## src/rtl/dac_pkg.sv

```systemverilog
// Shared constants and types for the PWM DAC that follows the FM NCO.
package dac_pkg;

  localparam int SINE_WIDTH_DEFAULT = 8;
  localparam int PWM_MAX = (1 << SINE_WIDTH_DEFAULT) - 1;

  typedef enum logic {
    IDLE = 1'b0,
    RUN  = 1'b1
  } pwm_state_t;

  // Last counter value of a PWM period for a given counter width.
  function automatic int period_last(input int width);
    return (1 << width) - 1;
  endfunction

endpackage

```

## src/rtl/pwm_core.sv

```systemverilog
// PWM engine: free-running period counter, duty compare, period-start pulse
// and wrap detect. The parent decides when a period begins and which duty is active.
module pwm_core
  import dac_pkg::*;
#(
  parameter int SINE_WIDTH = SINE_WIDTH_DEFAULT
) (
  input  logic                  clk,
  input  logic                  reset_n,
  input  logic                  enable,
  input  logic                  run,
  input  logic                  start,
  input  logic [SINE_WIDTH-1:0] duty,
  output logic                  wrap,
  output logic                  pwm_out,
  output logic                  period_start
);

  localparam logic [SINE_WIDTH-1:0] CNT_MAX = SINE_WIDTH'(period_last(SINE_WIDTH));

  logic [SINE_WIDTH-1:0] cnt_q, cnt_d;
  logic                  pwm_q, pwm_d;
  logic                  period_start_q, period_start_d;

  assign wrap         = (cnt_q == CNT_MAX);
  assign pwm_out      = pwm_q;
  assign period_start = period_start_q;

  // Advance the counter and compare on enabled cycles; everything holds otherwise.
  always_comb begin
    cnt_d          = cnt_q;
    pwm_d          = pwm_q;
    period_start_d = period_start_q;
    if (enable) begin
      if (run) begin
        pwm_d          = (cnt_q < duty);
        cnt_d          = cnt_q + 1'b1;
        period_start_d = wrap;
      end else if (start) begin
        cnt_d          = '0;
        pwm_d          = 1'b0;
        period_start_d = 1'b1;
      end
    end
  end

  // Counter, output and pulse registers.
  always_ff @(posedge clk or negedge reset_n) begin
    if (!reset_n) begin
      cnt_q          <= '0;
      pwm_q          <= 1'b0;
      period_start_q <= 1'b0;
    end else begin
      cnt_q          <= cnt_d;
      pwm_q          <= pwm_d;
      period_start_q <= period_start_d;
    end
  end

endmodule

```

## src/rtl/pwm_dac.sv

```systemverilog
// PWM DAC top: one-entry shadow buffer with valid/ready, IDLE/RUN control,
// period-boundary duty commit and sticky underrun flag around pwm_core.
module pwm_dac
  import dac_pkg::*;
#(
  parameter int SINE_WIDTH = SINE_WIDTH_DEFAULT
) (
  input  logic                  clk,
  input  logic                  reset_n,
  input  logic                  enable,
  input  logic [SINE_WIDTH-1:0] sample,
  input  logic                  sample_valid,
  output logic                  sample_ready,
  input  logic                  underrun_clr,
  output logic                  pwm_out,
  output logic                  period_start,
  output logic                  underrun
);

  pwm_state_t            state_q, state_d;
  logic [SINE_WIDTH-1:0] duty_q, duty_d;
  logic [SINE_WIDTH-1:0] shadow_q, shadow_d;
  logic                  shadow_full_q, shadow_full_d;
  logic                  underrun_q, underrun_d;

  logic accept;
  logic start;
  logic boundary;
  logic commit;
  logic wrap;

  assign sample_ready = !shadow_full_q;
  assign underrun     = underrun_q;

  // Decode handshake, first-period start and end-of-period events.
  always_comb begin
    accept   = sample_valid && !shadow_full_q;
    start    = enable && (state_q == IDLE) && shadow_full_q;
    boundary = enable && (state_q == RUN) && wrap;
    commit   = start || (boundary && shadow_full_q);
  end

  // Next state for FSM, duty, shadow buffer and underrun flag.
  always_comb begin
    state_d       = state_q;
    duty_d        = duty_q;
    shadow_d      = shadow_q;
    shadow_full_d = shadow_full_q;
    underrun_d    = underrun_q;

    if (start) begin
      state_d = RUN;
    end

    if (commit) begin
      duty_d        = shadow_q;
      shadow_full_d = 1'b0;
    end else if (accept) begin
      shadow_d      = sample;
      shadow_full_d = 1'b1;
    end

    if (boundary && !shadow_full_q) begin
      underrun_d = 1'b1;
    end else if (underrun_clr) begin
      underrun_d = 1'b0;
    end
  end

  // Control and buffer registers.
  always_ff @(posedge clk or negedge reset_n) begin
    if (!reset_n) begin
      state_q       <= IDLE;
      duty_q        <= '0;
      shadow_q      <= '0;
      shadow_full_q <= 1'b0;
      underrun_q    <= 1'b0;
    end else begin
      state_q       <= state_d;
      duty_q        <= duty_d;
      shadow_q      <= shadow_d;
      shadow_full_q <= shadow_full_d;
      underrun_q    <= underrun_d;
    end
  end

  pwm_core #(
    .SINE_WIDTH(SINE_WIDTH)
  ) u_core (
    .clk         (clk),
    .reset_n     (reset_n),
    .enable      (enable),
    .run         (state_q == RUN),
    .start       (start),
    .duty        (duty_q),
    .wrap        (wrap),
    .pwm_out     (pwm_out),
    .period_start(period_start)
  );

endmodule

```

## config.mk

```make
export PLATFORM = sky130hd
export DESIGN_NAME = pwm_dac
export DESIGN_NICKNAME = d
export VERILOG_FILES = /design/src/rtl/dac_pkg.sv /design/src/rtl/pwm_core.sv /design/src/rtl/pwm_dac.sv
export SDC_FILE = /design/constraint.sdc
export NUM_CORES = 1
export LEC_CHECK = 0
export CAP_MARGIN = 20
export CORE_MARGIN = 4
export CORE_UTILIZATION = 50
export DETAILED_ROUTE_END_ITERATION = 6
export DONT_BUFFER_PORTS = 1
export MAX_ROUTING_LAYER = met4
export PLACE_DENSITY = 0.67
export SLEW_MARGIN = 0
export SYNTH_ARGS = -nofsm -noshare
export SYNTH_HDL_FRONTEND = slang
export SYNTH_HIERARCHICAL = 1
export SYNTH_SLANG_ARGS = --single-unit
```

## constraint.sdc

```tcl
create_clock -name clk -period 1.9 [get_ports clk]
set_input_delay 0.095 -clock clk [delete_from_list [all_inputs] [get_ports clk]]
set_output_delay 0.095 -clock clk [all_outputs]
set_load 0.01 [all_outputs]
```

=== Word-level counts from Yosys, hierarchy flattened ===
Cells that the tools add are included.

* Input bits: 13
* Register bits: 29

* Equality and inequality tests: 1
* Reduce and logical (&&, ||, !) cells: 14
* Multiplexer cells: 10
* Bitwise logic cells: 2
* Order comparisons: 1
* Add/subtract/negate cells: 1

{| class="wikitable"
|+ Operators with widths
! operator !! count
|-
| 8-bit two-way mux || 2
|-
| 8-bit by 1-bit adder with 8-bit output (second input constant) || 1
|-
| 8-bit == test (second input constant) || 1
|-
| 8-bit less-than comparator || 1
|-
| 1-bit two-way mux || 8
|-
| 1-bit logical AND || 7
|-
| 2-bit nonzero test || 3
|-
| 2-bit AND reduction || 2
|-
| 1-bit inverter || 2
|-
| 1-bit logical NOT || 1
|-
| 1-bit logical OR || 1
|}

=== Depth between registers and ports, before layout ===
Gate-level depths: netlist (run 1).

* Depth in word-level cells: 6
* Depth in mapped cells: 6
* Depth with buffers taken out: 6

=== Cells and area by module ===
Netlist (run 1), hierarchy kept.

{| class="wikitable"
|+ By module, submodules not included
! module !! times used !! cells an instance !! seq. area each (um^2) !! area an instance (um^2)
|-
| pwm_dac || 1 || 47 || 475.5 || 730.7
|-
| pwm_core || 1 || 75 || 250.2 || 668.1
|}

=== Worst setup path before layout (run 1) ===
No wires, ideal clock.

* Path kind: reg2reg
* From: register u_core.cnt_q[3]
* To: register duty_q[0]
* Clock period less this slack: 1.787 ns
* Cell stages (with the launch flop): 7
* Setup slack: 0.113 ns
* Arrival time: 1.663 ns
* Data required time: 1.775 ns
* Setup time: 0.125 ns
* Cell sequence: dfrtp_1 nand3_1 or3_1 nor2_1 inv_1 a21oi_4 mux2_2

* Longest elaborated chain between the ends: 4

{| class="wikitable"
|+ RTL lines
! item !! line !! RTL
|-
| start: declaration || pwm_core.sv:21 || <nowiki>logic [SINE_WIDTH-1:0] cnt_q, cnt_d;</nowiki>
|-
| start signal: assignment || pwm_core.sv:54 || <nowiki>cnt_q <= cnt_d;</nowiki>
|-
| 8-bit == test || pwm_core.sv:25 || <nowiki>assign wrap = (cnt_q == CNT_MAX);</nowiki>
|-
| via wrap || pwm_dac.sv:30 || <nowiki>logic wrap;</nowiki>
|-
| 1-bit logical AND || pwm_dac.sv:39 || <nowiki>boundary = enable && (state_q == RUN) && wrap;</nowiki>
|-
| 1-bit logical AND || pwm_dac.sv:40 || <nowiki>commit = start || (boundary && shadow_full_q);</nowiki>
|-
| 1-bit logical OR || pwm_dac.sv:40 ||
|-
| end signal: assignment || pwm_dac.sv:80 || <nowiki>duty_q <= duty_d;</nowiki>
|-
| end: declaration || pwm_dac.sv:21 || <nowiki>logic [SINE_WIDTH-1:0] duty_q, duty_d;</nowiki>
|}

The timed path passes the listed nets, and every way through them passes these cells.
A chain may end at the register's enable or synchronous reset.

=== Worst setup path in the final report (run 1) ===
* From: register u_core.cnt_q[6]
* To: register underrun_q (netlist: underrun)

* Longest elaborated chain between the ends: 4
* Elaborated cells between the ends (all ways): 5
* Classes of those cells: eq/ne (1); mux (1); reduce/logical (3)

{| class="wikitable"
|+ RTL lines
! item !! line !! RTL
|-
| 8-bit == test * || pwm_core.sv:25 ||
|-
| via wrap || pwm_dac.sv:30 ||
|-
| 1-bit logical AND * || pwm_dac.sv:39 ||
|-
| 1-bit logical AND * || pwm_dac.sv:63 || <nowiki>if (boundary && !shadow_full_q) begin</nowiki>
|-
| 1-bit two-way mux or 2-bit nonzero test (tied branches) || n/a ||
|-
| end signal: assignment || pwm_dac.sv:83 || <nowiki>underrun_q <= underrun_d;</nowiki>
|-
| end: declaration || pwm_dac.sv:24 || <nowiki>logic underrun_q, underrun_d;</nowiki>
|}

Mark *: on every way through the listed nets, which the timed path passes. The rest lies on a longest branch.

==> out/qor.yml, run 1 <==
gr-total-overflow: 0
finClkSkew_ns: 0.00923
leakage_nw: 0.763
syn-num-nets: 143
required_ns: 2.16
ys_ff_latch: 29
irDropWorstVdd_mv: 0.832
cts_buffer_depth: 2
synth_top_area_share_pct: 51.9
crit_path_start_kind: "register"
rows: 18
cts.sinks: 29
routed_wl_um: 2600
cts_made_buffers: 5
synth_edf_count: 0
gr-usage-all-layers_pct: 17.1
status: "completed"
antenna_found_initial: 0
drtAntennaViolNets: 0
cts_tree: "yes"
areaGrowthSynthToFinish_pct: 21.8
synthFlopType: "dfrtp_1"
setup_ws_ns: 0.0804
fmax_mhz: 550
fin_nets: 171
yosysSeqAreaShare_pct: 51.9
pre_cts_slack_ns: 0.0110
postLayoutCellArea_um2: 1700
first_pass_iters: 4
drive_above_1_share_pct: 27.3
slew_headroom_pct: 73.0
fin_crit_sh_pct: 95.8
worstPathMaxFanout: 4
final_cell_mix: "dfrtp_1 (29), mux2_2 (16), inv_1 (12), dlygate4sd3_1 (12), nor2_1 (10)"
async_flop_share_pct: 100
cts-root-buf: "clkbuf_4"
clkTransAtPathRegs_ns: 0.09
coreArea_um2: 2570
worstSetupEndpointType: "register"
setup.worst_path.class: "register to register"
layout_min_cycle_time_ns: 1.82
place_congestion: 0.796
syn_area_per_cell_um2: 11.5
grt_max_degree: 30
synth_cell_type_count: 28
synthTopCellsByArea: "dfrtp_1 (52%), mux2_2 (13%), ha_1 (7.2%)"
dieArea_um2: 3710
grt_pass1_vias: 972
arrival_ns: 2.08
die_y_um: 60.9
hold_path_class: "input pin to register"
drv_slew: 0
hold_viol_final: 0
place_area_um2: 1490
num_antenna_cells: 0
vias: 955
powerDensity_nw_per_um2: 1030
vias_per_cell: 5.31
synth_area_um2: 1400
setup_violations: 0
setup_tns_ns: 0
cts_max_level: 2
tightest_slew_ns: 0.403
fill_cells: 204
clk-insertion-delay-late_ns: 0.32
drt_iter0_markers: 21
initial_core_util_pct: 54.5
yosysTopAreaCell: "dfrtp_1"
layout_commonest_cell: "dfrtp_1"
synthCells: 122
grt_pass1_wl_um: 4440
hpwl_um: 1800
chipWidth_um: 60.9
drc: 0
ios: 17
port_buffers: 0
yosysWarnings: 6
maxCapViolations: 0
routedWlPerCell_um: 14.4
rsz0062_at_grt: "false"
flip-flops by register name (all words and copies together) (netlist names):
name,flops
u_core/cnt_q,8
u_core/period_start,1
state_q,1
shadow_q,8
underrun,1
duty_q,8
shadow_full_q,1
u_core/pwm_out,1
worst max-delay path, cell delays in order, from the launching register on:
cell           delay, ns
dfrtp_1             0.38
inv_1               0.07
or3_4               0.39
nor2_2              0.11
buf_4               0.12
a41o_1              0.16
dlygate4sd3_1       0.54
cell type report:
class | count | area (µm²) | share of cell area [%]
tap | 30 | 37.5 | 2.20
multi-input combinational | 80 | 633 | 37.2
inverter | 12 | 45.0 | 2.64
sequential | 29 | 726 | 42.6
clock buffer | 7 | 55.1 | 3.23
timing repair buffer | 22 | 208 | 12.2
per-layer routing:
layer | vias to the layer above | global-route usage [%] | wire, µm
met5 | - | - | 0
met2 | 21 | 26.3 | 1260
li1 | 478 | - | -
met4 | 0 | 4.64 | 18
met1 | 454 | 20.6 | 1220
met3 | 2 | 7.23 | 103
through the flow:
step | std cells | util [%] | hold WS [ns] | total power [mW]
detailed placement | 159 | 58.1 | -0.200 | 1.36
finish | 180 | 66.4 | 0.0398 | 1.76
global route | 180 | 66.4 | 0.0367 | 1.91
CTS | 179 | 65.7 | 0.00362 | 1.77
global placement | 159 | 58.1 | -0.200 | 1.33
floorplan | 122 | - | -0.201 | 1.21
where the power goes:
group / switching [mW] / internal (mW) / total (mW)
clock network: 0.193 / 0.174 / 0.368
registers: 0.115 / 0.767 / 0.882
logic: 0.236 / 0.276 / 0.513
total: 0.545 / 1.22 / 1.76
kinds of logic after synthesis:
| logic type | count (synthesis) | share of synthesized area [%] |
|---|---|---|
| AO/OA/AOI/OAI | 19 | 10.3 |
| XOR/XNOR | 4 | 2.50 |
| adder cells (fa/ha/maj) | 8 | 7.16 |
| buffers and inverters | 13 | 3.58 |
| flip-flops | 29 | 51.9 |
| multiplexers | 16 | 12.9 |
| AND/OR/NAND/NOR | 33 | 11.7 |
synth_stat cells (all sizes together) (2+ instances only):
| master | instances |
|---|---|
| o211ai | 2 |
| nor3 | 2 |
| ha | 8 |
| a22o | 2 |
| nor2 | 11 |
| xor2 | 2 |
| nand3 | 3 |
| nor2b | 2 |
| or3 | 3 |
| a21oi | 5 |
| dfrtp | 29 |
| o21ai | 5 |
| a211oi | 2 |
| mux2 | 16 |
| inv | 12 |
| nand2 | 9 |
| xnor2 | 2 |
worst paths after layout:
check	slack, ns	endpoint	depth (start not counted)	startpoint
max in group asynchronous	1.52	shadow_q[1]	2	reset_n
hold reg to reg	0.51	shadow_q[2]	1	shadow_q[2]
setup reg to reg	0.08	underrun	6	u_core/cnt_q[6]
min in group asynchronous	0.21	u_core/cnt_q[2]	2	reset_n
hold / removal	0.04	u_core/period_start	2	enable
setup / recovery	0.08	underrun	6	u_core/cnt_q[6]
repair_timing:
item | in CTS | in global routing
endpoints found under the hold margin | 41 | 0
pin swaps | 1 | 1
resized for setup | 0 | 3
endpoints found under the setup margin | 6 | 9
buffers inserted | 0 | 1
gates cloned | 0 | 0
hold buffers | 13 | 0
Power figures use the tool's default switching activity.
==> run 2, diff against run 1 <==
--- a/config.mk
+++ b/config.mk
@@ -6,12 +6,14 @@
 export NUM_CORES = 1
 export LEC_CHECK = 0
 export CAP_MARGIN = 20
+export CELL_PAD_IN_SITES_DETAIL_PLACEMENT = 0
+export CELL_PAD_IN_SITES_GLOBAL_PLACEMENT = 1
 export CORE_MARGIN = 4
-export CORE_UTILIZATION = 50
+export CORE_UTILIZATION = 44
 export DETAILED_ROUTE_END_ITERATION = 6
 export DONT_BUFFER_PORTS = 1
 export MAX_ROUTING_LAYER = met4
-export PLACE_DENSITY = 0.67
+export PLACE_DENSITY = 0.72
 export SLEW_MARGIN = 0
 export SYNTH_ARGS = -nofsm -noshare
 export SYNTH_HDL_FRONTEND = slang
==> run 2 against run 1 <==
Effect of this change: register-to-register slack about the same; count of clock-buffer cells in the layout decreased by 1; die area increased by 12%; critical endpoint is now duty_q[0].
==> out/qor.yml, run 2 (same netlist as run 1, synthesis figures left out) <==
cts_tree: "yes"
fin_crit_sh_pct: 95.1
routedWlPerCell_um: 13.2
place_congestion: 0.798
multi_input_comb_area_um2: 634
cts.sinks: 29
clkPwrFrac_pct: 20.2
comb_power_share_pct: 29.5
fin_util_pct: 56.3
gr-usage-all-layers_pct: 14.6
finClkSkew_ns: 0.00505
cts_max_level: 2
p_seq_share_pct: 50.2
setup.worst_path.class: "register to register"
vias_per_cell: 4.98
final_cell_mix: "dfrtp_1 (29), mux2_2 (16), dlygate4sd3_1 (12)"
areaGrowthSynthToFinish_pct: 22.9
worstPathMaxFanout: 4
setup_violations: 0
chipWidth_um: 64.4
drt_iter0_markers: 12
ios: 17
grt_pass1_wl_um: 4370
clkTransAtPathRegs_ns: 0.09
pre_cts_slack_ns: -0.0167
setup_ws_ns: 0.0928
irDropWorstVdd_mv: 0.525
leakage_nw: 0.762
rsz0062_at_grt: "false"
die_y_um: 64.4
layout_commonest_cell: "dfrtp_1"
grt_pass1_vias: 942
maxCapViolations: 0
tightest_slew_ns: 0.439
fin_nets: 172
clk-insertion-delay-late_ns: 0.33
drv_slew: 0
crit_path_start_kind: "register"
worstSetupEndpointType: "register"
power.switching_uw: 558
reg.largest.list: "duty_q: 8 flops, shadow_q: 8 flops, u_core/cnt_q: 8 flops"
arrival_ns: 2.03
cts-root-buf: "clkbuf_4"
status: "completed"
vias: 976
fmax_mhz: 553
grt_max_degree: 30
hpwl_um: 1800
fill_cells: 294
powerDensity_nw_per_um2: 1010
p_sw_share_pct: 32.0
slew_headroom_pct: 70.6
layout_min_cycle_time_ns: 1.81
coreArea_um2: 3050
cts_made_buffers: 5
dieArea_um2: 4150
initial_core_util_pct: 45.8
drtAntennaViolNets: 0
regArea_um2: 726
gr-total-overflow: 0
hold_depth: 3
antenna_found_initial: 0
hold_path_class: "input pin to register"
required_ns: 2.12
num_antenna_cells: 0
first_pass_iters: 5
routed_wl_um: 2590
rows: 20
port_buffers: 0
drive_above_1_share_pct: 27.6
reg2reg_depth: 6
hold_viol_final: 0
drc: 0
cts_buffer_depth: 2
internal-power_mw: 1.18
run 2: power groups by stage:
stage | combinational [mW] | sequential (mW) | clock, mW
floorplan | 0.338 | 0.873 | 0
global placement | 0.451 | 0.884 | 0
detailed placement | 0.468 | 0.890 | 0
CTS | 0.512 | 0.876 | 0.370
global route | 0.586 | 0.901 | 0.404
finish | 0.514 | 0.875 | 0.352
run 2: final timing paths:
path / slack, ns / from / to
min reg2reg: 0.51 / shadow_q[0] / shadow_q[0]
min: 0.06 / enable / u_core/period_start
max in group asynchronous: 1.54 / reset_n / u_core/pwm_out
max reg2reg: 0.09 / u_core/cnt_q[6] / duty_q[0]
min in group asynchronous: 0.20 / reset_n / u_core/period_start
max: 0.09 / u_core/cnt_q[6] / duty_q[0]
run 2: per-layer routing:
metal / up-vias / wire length (µm) / global-route usage [%]
met5: - / 0 / -
met4: 0 / 66 / 9.50
met3: 7 / 111 / 4.22
met2: 21 / 1170 / 21.5
met1: 467 / 1240 / 17.5
li1: 481 / - / -
run 2: critical path: stages (launching register included):
cell and delay (ns):
dfrtp_1 0.39, inv_1 0.08, or3_1 0.41, nor2_2 0.15, inv_2 0.07, a21oi_2 0.24, mux2_2 0.36
run 2: layout make-up:
type                    count  share of cell area, %
repair buffers             22                   12.1
well taps                  44                   3.20
clock buffers               6                   2.40
inverters                  12                   2.62
clock inverters             2                  0.582
multi-input cells          81                   36.9
flip-flops and latches     29                   42.2
run 2: what timing repair did:
item | in CTS | in global routing
gates resized for setup | 0 | 2
hold buffers | 13 | 0
buffers inserted | 0 | 1
gates cloned | 0 | 1
pin swaps | 1 | 1
endpoints found under the setup margin | 8 | 8
hold endpoints to repair | 42 | 0
run 2: metrics by stage:
step	hold slack (ns)	setup TNS, ns	area [µm²]	instances	power, mW
after floorplan	-0.201	0	1400	122	1.21
after global placement	-0.200	0	1510	173	1.34
after detailed placement	-0.200	-0.116	1510	173	1.36
after CTS	0.0429	0	1700	194	1.76
after global routing	0.0674	0	1720	196	1.89
final	0.0558	0	1720	196	1.74
==> run 3, diff against run 2 <==
--- a/config.mk
+++ b/config.mk
@@ -9,11 +9,12 @@
 export CELL_PAD_IN_SITES_DETAIL_PLACEMENT = 0
 export CELL_PAD_IN_SITES_GLOBAL_PLACEMENT = 1
 export CORE_MARGIN = 4
-export CORE_UTILIZATION = 44
+export CORE_UTILIZATION = 49
 export DETAILED_ROUTE_END_ITERATION = 6
 export DONT_BUFFER_PORTS = 1
 export MAX_ROUTING_LAYER = met4
-export PLACE_DENSITY = 0.72
+export PLACE_DENSITY = 0.76
+export SETUP_SLACK_MARGIN = 0.05
 export SLEW_MARGIN = 0
 export SYNTH_ARGS = -nofsm -noshare
 export SYNTH_HDL_FRONTEND = slang
==> constraint.sdc (replaced) <==
create_clock -name clk -period 1.8 [get_ports clk]
set_input_delay 0.09 -clock clk [delete_from_list [all_inputs] [get_ports clk]]
set_output_delay 0.09 -clock clk [all_outputs]
set_load 0.01 [all_outputs]
==> run 3 against run 2 <==
Effect of this change: routed wire length grew 4.8%; clock skew grew 0.0058 ns; critical path type unchanged; worst hold slack lost 0.016 ns; via count grew 1.7%; global-route usage grew 2.8 points; critical path depth grew 1; count of clock-buffer cells in the layout grew 1.
==> out/qor.yml, run 3 (same netlist as run 1, synthesis figures left out) <==
clkTransAtPathRegs_ns: 0.10
p_total_mw: 1.96
antenna_found_initial: 0
rsz0062_at_grt: "true"
setup.worst_path.class: "register to register"
cts-root-buf: "clkbuf_4"
finClkSkew_ns: 0.0108
power.switching_uw: 602
grt_max_degree: 30
fmax_mhz: 569
hold_path_class: "input pin to register"
status: "completed"
arrival_ns: 1.97
chipWidth_um: 61.4
routed_wl_um: 2720
p_seq_share_pct: 47.7
drive_above_1_share_pct: 32.7
vias_per_cell: 5.31
cts.sinks: 29
leakage_nw: 0.817
layout_commonest_cell: "dfrtp_1"
hold_viol_final: 0
clk-insertion-delay-late_ns: 0.33
final_cell_mix: "dfrtp_1 (29), dlygate4sd3_1 (12), buf_4 (12)"
fin_crit_sh_pct: 97.6
worstPathMaxFanout: 5
comb_power_share_pct: 29.1
worstSetupEndpointType: "register"
routedWlPerCell_um: 14.5
clkPwrFrac_pct: 23.2
place_area_um2: 1500
drv_slew: 0
layout_min_cycle_time_ns: 1.76
powerDensity_nw_per_um2: 1080
areaGrowthSynthToFinish_pct: 30.1
die_y_um: 61.4
drtAntennaViolNets: 0
first_pass_iters: 4
required_ns: 2.01
cts_buffer_depth: 2
slew_headroom_pct: 70.2
startpoint: "u_core/cnt_q[0]"
fill_cells: 228
vias: 993
place_congestion: 0.798
irDropWorstVdd_mv: 0.790
cts_max_level: 2
initial_core_util_pct: 51.2
ios: 17
hpwl_um: 1770
coreArea_um2: 2730
gr-usage-all-layers_pct: 17.4
cts_made_buffers: 5
dieArea_um2: 3770
grt_pass1_wl_um: 4470
gr-total-overflow: 0
dp.cells: 160
grt_pass1_vias: 1015
reg.largest.list: "duty_q: 8 flops, shadow_q: 8 flops, u_core/cnt_q: 8 flops"
crit_path_start_kind: "register"
fin_nets: 176
cts_tree: "yes"
drc: 0
reg2reg_from: "u_core/cnt_q[0]"
tightest_slew_ns: 0.445
port_buffers: 0
setup_violations: 0
maxCapViolations: 0
rows: 19
setup_tns_ns: 0
pre_cts_slack_ns: -0.0715
internal-power_mw: 1.36
num_antenna_cells: 0
postLayoutCellArea_um2: 1820
min_from: "enable"
post_layout_nonfiller_instances: 187
setup_ws_ns: 0.0424
p_sw_share_pct: 30.7
drt_iter0_markers: 44
==> run 3: cell types whose count changed in the layout (fill, tap and decap cells not counted), moves of 2 or more <==
| cell | previous run | this run |
|---|---|---|
| clkbuf_8 | 0 | 2 |
| mux2_4 | 0 | 6 |
| buf_4 | 9 | 12 |
| mux2_2 | 16 | 10 |
==> run 3: area by class of cell <==
| type | count | area (µm²) | share of cell area, % |
|---|---|---|---|
| flip-flops and latches | 29 | 726 | 39.9 |
| multi-input cells | 80 | 666 | 36.6 |
| repair buffers | 27 | 275 | 15.1 |
| clock buffers | 7 | 65.1 | 3.57 |
| inverters | 12 | 45.0 | 2.47 |
| well taps | 31 | 38.8 | 2.13 |
| clock inverters | 1 | 5.00 | 0.275 |
==> run 3: through the flow <==
step | utilization [%] | hold slack (ns)
2_1_floorplan | - | -0.206
3_3_place_gp | 54.8 | -0.205
3_5_place_dp | 54.8 | -0.205
4_1_cts | 64.0 | 0.0313
5_1_grt | 66.6 | 0.0428
6_report | 66.6 | 0.0394
==> run 3: power by group through the flow <==
stage               Clock, mW  Combinational (mW)  Sequential [mW]
floorplan                   0               0.357            0.927
global placement            0               0.472            0.939
detailed placement          0               0.488            0.944
CTS                     0.468               0.544            0.931
global route            0.508               0.661            0.960
finish                  0.455               0.571            0.935
==> run 3: path summary, 6_finish.rpt <==
| path | to | slack (ns) | cells after the start |
|---|---|---|---|
| max reg2reg | duty_q[1] | 0.04 | 7 |
| min | u_core/cnt_q[0] | 0.04 | 3 |
| max | duty_q[1] | 0.04 | 7 |
| min reg2reg | shadow_q[7] | 0.51 | 1 |
| min in group asynchronous | state_q | 0.18 | 2 |
| max in group asynchronous | duty_q[3] | 1.45 | 2 |
==> run 3: repair_timing <==
| action | 4_1_cts | 5_1_grt |
|---|---|---|
| pin swaps | 3 | 3 |
| setup endpoints to repair | 8 | 8 |
| buffers inserted | 3 | 2 |
| hold endpoints to repair | 42 | 0 |
| resized for setup | 2 | 10 |
| hold buffers | 13 | 0 |
| cloned | 0 | 1 |
==> run 3: per-layer routing <==
| layer | wire, µm | track usage, % |
|---|---|---|
| met4 | 61 | 8.79 |
| met5 | 0 | - |
| met3 | 150 | 6.92 |
| met1 | 1190 | 20.0 |
| met2 | 1310 | 26.4 |
==> run 3: critical path, cell delays in order (launching register included) <==
cell,delay [ns]
dfrtp_1,0.44
ha_2,0.25
nand2_1,0.10
nor2_4,0.14
inv_2,0.05
a21oi_4,0.18
buf_12,0.15
mux2_2,0.33
